`config.mk`:
```
export PLATFORM = sky130hd
export DESIGN_NAME = display_mux_bcd
export DESIGN_NICKNAME = d
export VERILOG_FILES = /design/src/rtl/display_mux_bcd.sv
export SDC_FILE = /design/constraint.sdc
export NUM_CORES = 1
export LEC_CHECK = 0
export BUFFER_PORTS_ARGS = -buffer_cell sky130_fd_sc_hd__buf_4
export CORE_ASPECT_RATIO = 0.7
export CORE_UTILIZATION = 30
export CTS_BUF_LIST = sky130_fd_sc_hd__clkbuf_8
export DETAILED_ROUTE_END_ITERATION = 12
export PLACE_DENSITY = 0.49
export SLEW_MARGIN = 20
export SYNTH_ARGS = -nofsm -noshare
export SYNTH_HDL_FRONTEND = slang
export SYNTH_SLANG_ARGS = --single-unit
export TNS_END_PERCENT = 10
```
`constraint.sdc`:
```
create_clock -name clk -period 2.35 [get_ports clk]
set_input_delay 0.47 -clock clk [delete_from_list [all_inputs] [get_ports clk]]
set_output_delay 0.47 -clock clk [all_outputs]
set_load 0.01 [all_outputs]
```
`src/rtl/display_mux_bcd.sv`:
```
// -----------------------------------------------------------------------------
// display_mux_bcd
//
// Selects one of N_CH observation channels, snapshots it on a periodic refresh
// tick or on request, converts it to decimal with a sequential shift-add-3
// (double-dabble) engine and drives N_DIGITS active-low 7-segment digits with
// leading-zero blanking and overflow dashes.
//
// Ports:
//   clk       in   system clock, rising edge
//   reset     in   asynchronous active-low reset
//   ch_data   in   N_CH*DATA_W packed channels, channel k at [k*DATA_W +: DATA_W]
//   select    in   channel select; values >= N_CH select constant 0
//   update    in   single-cycle request for an immediate conversion
//   hex_mode  in   (only with DISP_HEX_MODE_EN) show low nibbles in hex, sampled in LOAD
//   segs      out  active-low segments, digit i at [i*7 +: 7], bit order g..a
//   busy      out  high while a conversion is in progress
//   valid     out  high once segs holds at least one completed conversion
//
// Optional feature macro: DISP_HEX_MODE_EN (adds the hex_mode port).
// -----------------------------------------------------------------------------
module display_mux_bcd #(
   parameter int unsigned DATA_W      = 32,
   parameter int unsigned N_CH        = 5,
   parameter int unsigned SEL_W       = 3,
   parameter int unsigned N_DIGITS    = 4,
   parameter int unsigned REFRESH_DIV = 50000
) (
   input  logic                   clk,
   input  logic                   reset,
   input  logic [N_CH*DATA_W-1:0] ch_data,
   input  logic [SEL_W-1:0]       select,
   input  logic                   update,
`ifdef DISP_HEX_MODE_EN
   input  logic                   hex_mode,
`endif
   output logic [N_DIGITS*7-1:0]  segs,
   output logic                   busy,
   output logic                   valid
);

   localparam int unsigned BCD_W = N_DIGITS * 4;
   localparam int unsigned CNT_W = $clog2(REFRESH_DIV);
   localparam int unsigned BIT_W = $clog2(DATA_W + 1);

   typedef enum logic [1:0] {
      S_IDLE,
      S_LOAD,
      S_SHIFT,
      S_DONE
   } state_t;

   state_t                state_q, state_d;
   logic [CNT_W-1:0]      cnt_q, cnt_d;
   logic                  pend_q, pend_d;
   logic [DATA_W-1:0]     bin_q, bin_d;
   logic [BCD_W-1:0]      bcd_q, bcd_d;
   logic                  ovf_q, ovf_d;
   logic [BIT_W-1:0]      bits_q, bits_d;
   logic [N_DIGITS*7-1:0] segs_q, segs_d;
   logic                  busy_q, busy_d;
   logic                  valid_q, valid_d;
`ifdef DISP_HEX_MODE_EN
   logic                  hex_q, hex_d;
   logic [DATA_W+BCD_W-1:0] bin_pad;
   logic                  hex_ovf;
   logic [N_DIGITS*7-1:0] disp_hex;
`endif

   logic                  trigger;
   logic [DATA_W-1:0]     sel_word;
   logic [BCD_W-1:0]      bcd_adj;
   logic [N_DIGITS*7-1:0] disp_dec;
   logic                  zero_run;

   // Active-low glyphs, bit order g..a; A..F only reachable in hex mode.
   function automatic logic [6:0] seg7(input logic [3:0] d);
      seg7 = 7'h7F;
      case (d)
         4'h0: seg7 = 7'h40;
         4'h1: seg7 = 7'h79;
         4'h2: seg7 = 7'h24;
         4'h3: seg7 = 7'h30;
         4'h4: seg7 = 7'h19;
         4'h5: seg7 = 7'h12;
         4'h6: seg7 = 7'h02;
         4'h7: seg7 = 7'h78;
         4'h8: seg7 = 7'h00;
         4'h9: seg7 = 7'h10;
         4'hA: seg7 = 7'h08;
         4'hB: seg7 = 7'h03;
         4'hC: seg7 = 7'h46;
         4'hD: seg7 = 7'h21;
         4'hE: seg7 = 7'h06;
         4'hF: seg7 = 7'h0E;
      endcase
   endfunction

   // Channel mux; out-of-range select falls through to zero.
   always_comb begin
      sel_word = '0;
      for (int unsigned k = 0; k < N_CH; k++) begin
         if (select == SEL_W'(k)) sel_word = ch_data[k*DATA_W +: DATA_W];
      end
   end

   // Add-3 correction applied to every BCD digit before each shift.
   always_comb begin
      bcd_adj = bcd_q;
      for (int unsigned i = 0; i < N_DIGITS; i++) begin
         if (bcd_q[i*4 +: 4] >= 4'd5) bcd_adj[i*4 +: 4] = bcd_q[i*4 +: 4] + 4'd3;
      end
   end

   // Decimal display image; walks from the top digit so zero_run tracks
   // whether every digit above (and including) the current one is zero.
   always_comb begin
      disp_dec = '1;
      zero_run = 1'b1;
      for (int unsigned k = N_DIGITS; k > 0; k--) begin
         if (bcd_q[(k-1)*4 +: 4] != 4'd0) zero_run = 1'b0;
         if (ovf_q)
            disp_dec[(k-1)*7 +: 7] = 7'h3F;
         else if (zero_run && (k > 1))
            disp_dec[(k-1)*7 +: 7] = 7'h7F;
         else
            disp_dec[(k-1)*7 +: 7] = seg7(bcd_q[(k-1)*4 +: 4]);
      end
   end

`ifdef DISP_HEX_MODE_EN
   // Zero-padded copy so the nibble slice stays in range for any N_DIGITS.
   always_comb begin
      bin_pad  = {{BCD_W{1'b0}}, bin_q};
      hex_ovf  = |(bin_pad >> BCD_W);
      disp_hex = '1;
      for (int unsigned k = 0; k < N_DIGITS; k++) begin
         disp_hex[k*7 +: 7] = hex_ovf ? 7'h3F : seg7(bin_pad[k*4 +: 4]);
      end
   end
`endif

   always_comb begin
      state_d = state_q;
      pend_d  = pend_q;
      bin_d   = bin_q;
      bcd_d   = bcd_q;
      ovf_d   = ovf_q;
      bits_d  = bits_q;
      segs_d  = segs_q;
      busy_d  = busy_q;
      valid_d = valid_q;
`ifdef DISP_HEX_MODE_EN
      hex_d   = hex_q;
`endif

      cnt_d   = (cnt_q == CNT_W'(REFRESH_DIV - 1)) ? '0 : cnt_q + CNT_W'(1);
      trigger = update || (cnt_q == CNT_W'(REFRESH_DIV - 1));

      if (trigger && (state_q != S_IDLE)) pend_d = 1'b1;

      case (state_q)
         S_IDLE: begin
            if (trigger || pend_q) begin
               state_d = S_LOAD;
               pend_d  = 1'b0;
               busy_d  = 1'b1;
            end
         end
         S_LOAD: begin
            bin_d   = sel_word;
            bcd_d   = '0;
            ovf_d   = 1'b0;
            bits_d  = BIT_W'(DATA_W);
            state_d = S_SHIFT;
`ifdef DISP_HEX_MODE_EN
            hex_d   = hex_mode;
            if (hex_mode) state_d = S_DONE;
`endif
         end
         S_SHIFT: begin
            // A 1 leaving the top digit means the value needs more digits.
            if (bcd_adj[BCD_W-1]) ovf_d = 1'b1;
            bcd_d  = {bcd_adj[BCD_W-2:0], bin_q[DATA_W-1]};
            bin_d  = {bin_q[DATA_W-2:0], 1'b0};
            bits_d = bits_q - BIT_W'(1);
            if (bits_q == BIT_W'(1)) state_d = S_DONE;
         end
         S_DONE: begin
`ifdef DISP_HEX_MODE_EN
            segs_d  = hex_q ? disp_hex : disp_dec;
`else
            segs_d  = disp_dec;
`endif
            valid_d = 1'b1;
            busy_d  = 1'b0;
            state_d = S_IDLE;
         end
         default: state_d = S_IDLE;
      endcase
   end

   always_ff @(posedge clk or negedge reset) begin
      if (!reset) begin
         state_q <= S_IDLE;
         cnt_q   <= '0;
         pend_q  <= 1'b0;
         bin_q   <= '0;
         bcd_q   <= '0;
         ovf_q   <= 1'b0;
         bits_q  <= '0;
         segs_q  <= '1;
         busy_q  <= 1'b0;
         valid_q <= 1'b0;
`ifdef DISP_HEX_MODE_EN
         hex_q   <= 1'b0;
`endif
      end else begin
         state_q <= state_d;
         cnt_q   <= cnt_d;
         pend_q  <= pend_d;
         bin_q   <= bin_d;
         bcd_q   <= bcd_d;
         ovf_q   <= ovf_d;
         bits_q  <= bits_d;
         segs_q  <= segs_d;
         busy_q  <= busy_d;
         valid_q <= valid_d;
`ifdef DISP_HEX_MODE_EN
         hex_q   <= hex_d;
`endif
      end
   end

   assign segs  = segs_q;
   assign busy  = busy_q;
   assign valid = valid_q;

endmodule

```
# After elaboration in Yosys (flattened, before gate mapping)
# Memories as Yosys holds them, arrays and structs flattened.
# Index checks and enable logic that the tools add are counted.
[word_totals] latchBits=0 out_inout_bits=30 register_bits=104 mem_bits_rw=0 romBits=448 memories=4 input_bits=166 elab_cells=83
[mem_list] memory="(no name shown)" depth=16 word_bits=7 rd=1 rd_clocked_by_memory_dff=0 write_ports=0 line_no="79" rtl="case (d)"
[mem_list] memory="(no name shown)" depth=16 word_bits=7 rd=1 rd_clocked_by_memory_dff=0 write_ports=0 line_no="79"
[mem_list] memory="(no name shown)" depth=16 word_bits=7 rd=1 rd_clocked_by_memory_dff=0 write_ports=0 line_no="79"
[mem_list] memory="(no name shown)" depth=16 word_bits=7 rd=1 rd_clocked_by_memory_dff=0 write_ports=0 line_no="79"
[classes] n_div=0 n_addsub=6 mux=33 shift=0 n_eq_ne=12 reduce_logical=14 magnitude_cmp=4 n_mul=0 bitwise_logic=0
[ops] operator="32-bit 2-to-1 mux" count=5
[ops] operator="32-bit one-hot mux with 2 select lines" count=1
[ops] operator="7-bit 2-to-1 mux" count=7
[ops] operator="16-bit one-hot mux with 2 select lines" count=1
[ops] operator="16-bit by 1-bit adder with 16-bit output, second input constant" count=1
[ops] operator="4-bit by 2-bit adder with 4-bit output, second input constant" count=4
[ops] operator="16-bit == test, second input constant" count=1
[ops] operator="4-bit by 3-bit >= comparator with 1-bit output, second input constant" count=4
[ops] operator="16-bit 2-to-1 mux" count=1
[ops] operator="4-bit 2-to-1 mux" count=4
[ops] operator="6-bit one-hot mux with 2 select lines" count=1
[ops] operator="4-bit nonzero test" count=3
[ops] operator="1-bit 2-to-1 mux" count=8
[ops] operator="2-bit one-hot mux with 4 select lines" count=1
[ops] operator="3-bit by 2-bit == test with 1-bit output, second input constant" count=2
[ops] operator="6-bit by 1-bit == test with 1-bit output, second input constant" count=1
[ops] operator="2-bit != test, second input constant" count=3
[ops] operator="2-bit AND reduction" count=3
[ops] operator="2-bit nonzero test" count=3
[ops] operator="6-bit by 1-bit subtractor with 6-bit output, second input constant" count=1
[ops] operator="2-bit == test, second input constant" count=2
[ops] operator="2-bit 2-to-1 mux" count=2
[ops] operator="1-bit one-hot mux with 2 select lines" count=2
[ops] operator="3-bit by 1-bit == test with 1-bit output, second input constant" count=1
[ops] operator="6 further kinds" count=7

# Depth between registers and ports, before layout
# Gate-level depths: netlist of run 1.
[depth] word_depth=7 ltp_mapped=8 ltp_nobuf=6

# Worst setup path before layout of run 1
# Ideal clock, no wire load.
[synth_timing] path_type="reg-to-reg" startpoint="reg state_q[0]" endpoint="reg bcd_q[15]" period_less_slack_ns=1.779 setup_time_ns=0.122 t_required_ns=2.228 stages_incl_launch_ff=8 n_path_buf=3 t_arrival_ns=1.657 path_slack_ns=0.571 path_cell_list="dfrtp_1 inv_1 ha_1 buf_2 clkbuf_1 buf_2 o31ai_1 a32o_1"
[synth_between] elab_chain_len=2 word_cells_on_any_way=4 cone_classes="eq/ne: 2; mux: 1; reduce/logical: 1"
[synth_lines] element="start, declared" line_no="53" rtl="state_t state_q, state_d;"
[synth_lines] element="start signal, assigned" line_no="219" rtl="state_q <= state_d;"
[synth_lines] element="2-bit == test or 2-bit by 1-bit == test with 1-bit output (tied branches)" line_no="162" rtl="case (state_q)"
[synth_lines] element="16-bit one-hot mux with 2 select lines or 2-bit nonzero test (tied branches)"
[synth_lines] element="end signal, assigned" line_no="209" rtl="bcd_q <= '0;"
[synth_lines] element="end signal, assigned" line_no="223" rtl="bcd_q <= bcd_d;"
[synth_lines] element="end, declared" line_no="57" rtl="logic [BCD_W-1:0] bcd_q, bcd_d;"
# Several ways; a longest one is shown, not always the timed one.
# A chain may end at the register's enable or synchronous reset.

# Final worst setup path of run 1
[layout_timing] startpoint="reg state_q[0]" endpoint="reg bin_q[21]"
[layout_between] elab_chain_len=2 word_cells_on_any_way=4 cone_classes="eq/ne: 2; mux: 1; reduce/logical: 1"
[layout_lines] element="2-bit == test or 2-bit by 1-bit == test with 1-bit output (tied branches)" line_no="162"
[layout_lines] element="32-bit one-hot mux with 2 select lines or 2-bit nonzero test (tied branches)"
[layout_lines] element="end signal, assigned" line_no="222" rtl="bin_q <= bin_d;"
[layout_lines] element="end, declared" line_no="56" rtl="logic [DATA_W-1:0] bin_q, bin_d;"
# Several ways; a longest one is shown, not always the timed one.

==> results.ini, run 1 <==
[yosys]
synthesis.area_um2 = 6807
yosysTopAreaCell = dfrtp_1
synth_flop_cell = dfrtp_1
syn-instance-count = 676
async_flop_share_pct = 100.0
yosys_warnings = 0
avgSynthCellArea_um2 = 10.07
yosys.area.top_type_share_pct = 27.94
yosysUniqueCellTypes = 57
synthesis.nets = 875
synth_seq_cells = 104
synth.yosys.seq_area_share_pct = 38.75
synth_area_leaders = dfrtp_1, mux4_2, dfstp_2
synth_edf_count = 0

[setup_path]
reg2regPathDepth = 6
reg2reg_slack_ns = 0.31
crit_type = reg2reg
worst-path-stages = 6
endpoint = bin_q[21]
cp_slowest_cell = dfrtp_1
crit_chain = inv_1 -> ha_2 -> buf_4 -> buf_4 -> nor2b_1 -> a221o_1
startpoint_type = flip-flop
required_ns = 2.64
r2r_start = state_q[0]
cp_top_family = buffers and inverters
cp-end-kind = flip-flop
crit_fanout = 41
cp_num_buf_inv = 3
cp_common_cell = buf_4
r2r-end = bin_q[21]
critPathLaunch = state_q[0]
worstPathArrival_ns = 2.33
max_stage_delay_ns = 0.41

[drt]
wl_per_cell_um = 17.08
vias = 5818
via_per_inst = 5.086
post-route-drc-count = 0
final_antenna_net_count = 0
drt_pass1_iterations = 5
wirelength_um = 19540
drt_iter0_markers = 351

[placed_design]
dpl_worst_slack_ns = 0.1773
place_hpwl_um = 14950
gp_congestion = 0.7934
numPlacedInstances = 1129
portBuffers = 195

[cells_and_area]
nFillCells = 2231
final_nets = 1057
drive_gt1_share_pct = 35.85
antenna_cells = 0
area_delta_synth_final_pct = 29.87
layout.cells.non_filler = 1144

[global_route]
track_usage_pct = 17.76
antenna_found_initial = 0
grt_pass1_wl_um = 32660
grt_overflow = 0
grt_start_max_net_pins = 60
grt_pass1_vias = 5972

[sta]
slew_viol_final = 0
relSlewSlack_pct = 45.42
tns_ns = 0
rsz0062_at_grt = no
worst_slack_ns = 0.3114
fin_skew_ns = 0.01556
hold_violations = 0
setup_viol = 0
worstMarginPinSlew_ns = 0.8178
hold_ws_ns = 0.02713
period_minus_slack_ns = 2.039
post-route-period-util_pct = 86.75
fmax_mhz = 490.5

[clocking]
clockRootBuffer = clkbuf_8
worstSkewPairLatency_ns = 0.39
ctsHoldBuffers = 0
clock-sinks = 104
cts.clk_slew.worst_paths_ns = 0.11
cts_buffer_depth = 2
cts_tree = yes
post_cts_buffers = 0
cts_resized = 0
numCtsBuffers = 9
cts.htree.levels = 3

[die]
die_w_um = 182.0
fp.dieArea_um2 = 23310
pin_count = 196
core-area_um2 = 21960
start_util_pct = 31.00
rows = 45
die_h_um = 128.0

[worst_hold_path]
hp-class = in2async

[power_and_ir_drop]
powerDensity_nw_per_um2 = 852.9
power.total_mw = 7.539
ir_worst_vdd_v = 0.0004896
p_leak_nw = 3.759

[run]
drv_cap = 0

[outcome]
status = complete, no violations

kinds of logic (layout without fill, tap and decap cells):
logic type	Yosys count	in the layout	share of synthesized area, %
flip-flops	104	104	38.75
buffers and inverters	85	271	5.625
AO/OA/AOI/OAI	187	187	18.71
XOR/XNOR	20	20	2.573
AND/OR/NAND/NOR	198	198	14.78
multiplexers	49	49	13.49
adder cells (fa/ha/maj)	33	33	6.066
synthesized netlist by cell type (6+ instances only):
cell type  instances
a21oi_1           32
a221o_1           17
a221oi_1          15
buf_2             13
clkbuf_1          32
dfrtp_1           76
dfstp_2           28
ha_1              33
inv_1             34
mux2i_1           13
mux4_2            34
nand2_1           65
nand2b_1          11
nand3_1           12
nand3b_1          16
nor2_1            42
nor2b_1           22
nor3_1             6
o21ai_0           57
o22a_1            13
o22ai_1           14
o32a_1             6
xnor2_1           10
xor2_1            10
final cells by class:
| type | instances | area [um^2] | share of cell area (%) |
|---|---|---|---|
| Clock buffer | 9 | 123.9 | 1.401 |
| Clock inverter | 6 | 108.9 | 1.231 |
| Timing Repair Buffer | 222 | 1692 | 19.14 |
| Sequential cell | 104 | 2638 | 29.84 |
| Multi-Input combinational cell | 487 | 3797 | 42.96 |
| Tap cell | 282 | 352.8 | 3.992 |
| Inverter | 34 | 127.6 | 1.444 |
per-layer routing:
layer | up-vias | wire [um] | GRT usage, %
li1 | 2856 | - | -
met1 | 2796 | 10000 | 26.47
met2 | 157 | 8254 | 25.81
met3 | 9 | 1130 | 4.574
met4 | 0 | 147 | 3.312
met5 | - | 0 | 0
worst register-to-register path: stages, from the launching register on:
cell and delay, ns:
dfrtp_1 0.41, inv_1 0.10, ha_2 0.36, buf_4 0.37
buf_4 0.35, nor2b_1 0.09, a221o_1 0.26
power by group:
part           internal, mW  switching (mW)
clock network         0.701           0.647
logic                  1.55            2.05
registers              2.32           0.268
total                  4.57            2.97
worst min path at each step:
stage | to | cells after the start
final | bcd_q[15] | 1
after global routing | bcd_q[15] | 1
after CTS | bcd_q[15] | 1
after detailed placement | bcd_q[15] | 1
after global placement | bcd_q[15] | 1
after floorplan | bcd_q[0] | 0
state kept, by name, summed over array words and instances (netlist names):
signal / cells
pend_q: 1
bits_q: 6
valid: 1
busy: 1
bcd_q: 16
ovf_q: 1
bin_q: 32
segs: 28
state_q: 2
cnt_q: 16
layout by cell type, fill, tap and decap left out, types with 4 or more instances in the layout:
cell,synthesis,final
a21oi_1,32,32
a221o_1,17,17
a221oi_1,15,15
a32o_1,4,4
and3_1,4,4
buf_4,0,220
clkbuf_8,0,9
dfrtp_1,76,76
dfstp_2,28,28
ha_1,33,31
inv_1,34,34
mux2i_1,13,13
mux4_2,34,34
nand2_1,65,65
nand2b_1,11,11
nand3_1,12,12
nand3b_1,16,16
nand4_1,4,4
nor2_1,42,42
nor2b_1,22,22
nor3_1,6,6
o21ai_0,57,57
o22a_1,13,13
o22ai_1,14,14
o31ai_1,5,5
o32a_1,6,6
xnor2_1,10,10
xor2_1,10,10
through the flow:
step	utilization [%]	cell area, um^2
finish	40.26	8840
global route	40.26	8840
CTS	40.26	8840
detailed placement	39.20	8607
global placement	39.20	8607
floorplan	-	6807
Power figures use the tool's default switching activity.
==> run 2, diff against run 1 <==
- CELL_PAD_IN_SITES_DETAIL_PLACEMENT: unset -> 1
- CELL_PAD_IN_SITES_GLOBAL_PLACEMENT: unset -> 2
- PLACE_DENSITY: 0.49 -> 0.74
==> results.ini, run 2 (same netlist as run 1, synthesis figures left out) <==
[cells_and_area]
final_nets = 1051  ; -0.57%
area_delta_synth_final_pct = 27.87
antenna_cells = 0  ; unchanged
drive_gt1_share_pct = 35.16  ; -0.68 points
design_area_um2 = 8703  ; -1.5%
final_common_cell = buf_4
largest_register_ffs = 32  ; unchanged
regMostFlops = bin_q
mostFrequentLayoutCells = buf_4, dfrtp_1, nand2_1, o21ai_0, nor2_1

[setup_path]
max_stage_delay_ns = 0.52  ; +0.11 ns
critPathLaunch = state_q[1]
required_ns = 2.62  ; -0.02 ns
worst-path-stages = 6  ; unchanged
cp_slowest_cell = ha_2
cp_top_family = buffers and inverters
cp_common_cell = buf_4
r2r_start = state_q[1]
cp_num_buf_inv = 3  ; unchanged
cp-end-kind = flip-flop
crit_fanout = 29  ; -29%
startpoint_type = flip-flop
reg2reg_slack_ns = 0.23  ; -0.08 ns
crit_chain = inv_1 -> ha_2 -> buf_4 -> buf_4 -> nor2b_1 -> a221o_1
crit_type = reg2reg
worstPathArrival_ns = 2.39  ; +0.06 ns
r2r-end = bin_q[3]
endpoint = bin_q[3]
reg2regPathDepth = 6  ; unchanged

[die]
fp.dieArea_um2 = 23310  ; unchanged
core-area_um2 = 21960  ; unchanged
pin_count = 196  ; unchanged
rows = 45  ; unchanged
start_util_pct = 31.00  ; unchanged
die_w_um = 182.0  ; unchanged
die_h_um = 128.0  ; unchanged

[global_route]
antenna_found_initial = 0  ; unchanged
grt_pass1_vias = 6541  ; +9.5%
grt_start_max_net_pins = 38  ; -37%
track_usage_pct = 19.27  ; +1.5 points
grt_overflow = 0  ; unchanged
grt_pass1_wl_um = 35330  ; +8.2%

[placed_design]
gp_congestion = 0.8760  ; +10%
portBuffers = 195  ; unchanged
place_hpwl_um = 16750  ; +12%
placed_area_um2 = 8549  ; -0.67%

[drt]
drt_iter0_markers = 309  ; -12%
post-route-drc-count = 0  ; unchanged
via_per_inst = 5.212  ; +2.5%
final_antenna_net_count = 0  ; unchanged
vias = 5931  ; +1.9%
wirelength_um = 21440  ; +9.7%
drt_pass1_iterations = 4  ; -1
wl_per_cell_um = 18.84  ; +10%

[power_and_ir_drop]
powerDensity_nw_per_um2 = 837.4  ; -1.8%
p_leak_nw = 3.693  ; -1.8%
ir_worst_vdd_v = 0.0003452  ; -29%

[clocking]
ctsHoldBuffers = 0  ; unchanged
post_cts_buffers = 0  ; unchanged
clockRootBuffer = clkbuf_8
cts.clk_slew.worst_paths_ns = 0.10  ; about the same
cts.htree.levels = 3  ; unchanged
cts_resized = 0  ; unchanged
worstSkewPairLatency_ns = 0.38  ; about the same
numCtsBuffers = 9  ; unchanged
clock-sinks = 104  ; unchanged
cts_buffer_depth = 2  ; unchanged
cts_tree = yes

[sta]
tns_ns = 0  ; unchanged
post-route-period-util_pct = 90.14  ; +3.4 points
hold_ws_ns = 0.06126  ; +0.03413 ns
fmax_mhz = 472.1  ; -3.8%
fin_skew_ns = 0.01145  ; -0.004106 ns
slew_viol_final = 0  ; unchanged
setup_viol = 0  ; unchanged
relSlewSlack_pct = 55.40  ; +10 points
hold_violations = 0  ; unchanged
rsz0062_at_grt = no
period_minus_slack_ns = 2.118  ; +0.07970 ns
worstMarginPinSlew_ns = 0.6676  ; -0.1502 ns

[worst_hold_path]
hp-class = in2async

[outcome]
status = complete, no violations

[run]
drv_cap = 0  ; unchanged

run 2: changes by cell type in the layout (fill, tap and decap cells not counted):
cell / previous run / this run
buf_4: 220 / 215
buf_12: 2 / 1
inv_1: 34 / 36
clkinv_4: 1 / 0
bufinv_16: 3 / 0
clkinv_2: 2 / 3
clkinvlp_4: 0 / 1
run 2: final cells by class:
class	instances	area, um^2
clock buffers	9	123.9
inverters	34	127.6
clock inverters	6	30.03
fillers	2500	13260
well taps	282	352.8
multi-input cells	487	3797
repair buffers	216	1634
flip-flops and latches	104	2638
run 2: layer usage:
layer / share of wire (%) / vias to the layer above / GRT usage, % / routed length (um)
li1: - / 2835 / - / -
met1: 48 / 2939 / 25.96 / 10260
met2: 47 / 143 / 32.18 / 9988
met3: 4.6 / 14 / 4.176 / 992
met4: 0.92 / 0 / 3.361 / 198
met5: 0 / - / 0 / 0
run 2: worst min path at each step:
stage,endpoint,slack (ns)
4_1_cts,bcd_q[1],0.06
3_5_place_dp,segs[27],0.47
6_report,bcd_q[1],0.06
2_1_floorplan,bcd_q[0],0.17
5_1_grt,bcd_q[1],0.08
3_3_place_gp,valid,0.45
run 2: metrics by stage:
| step | std cells | power [mW] | utilization, % | worst slack [ns] |
|---|---|---|---|---|
| 3_3_place_gp | 1123 | 6.212 | 38.93 | 0.1678 |
| 4_1_cts | 1138 | 7.410 | 39.64 | 0.2134 |
| 3_5_place_dp | 1123 | 6.345 | 38.93 | 0.1249 |
| 6_report | 1138 | 7.289 | 39.64 | 0.2317 |
| 5_1_grt | 1138 | 7.937 | 39.64 | 0.05230 |
| 2_1_floorplan | 676 | 4.988 | - | 0.5711 |
run 2: worst reg2reg max path, stage by stage, from the launching register on:
cell     delay, ns
dfrtp_1       0.40
inv_1         0.10
ha_2          0.52
buf_4         0.30
buf_4         0.33
nor2b_1       0.10
a221o_1       0.26
run 2: power by group:
part / internal (mW) / total, mW / switching [mW]
combinational: 1.56 / 3.67 / 2.12
clock: 0.368 / 1.01 / 0.644
sequential: 2.32 / 2.60 / 0.279
total: 4.25 / 7.29 / 3.04
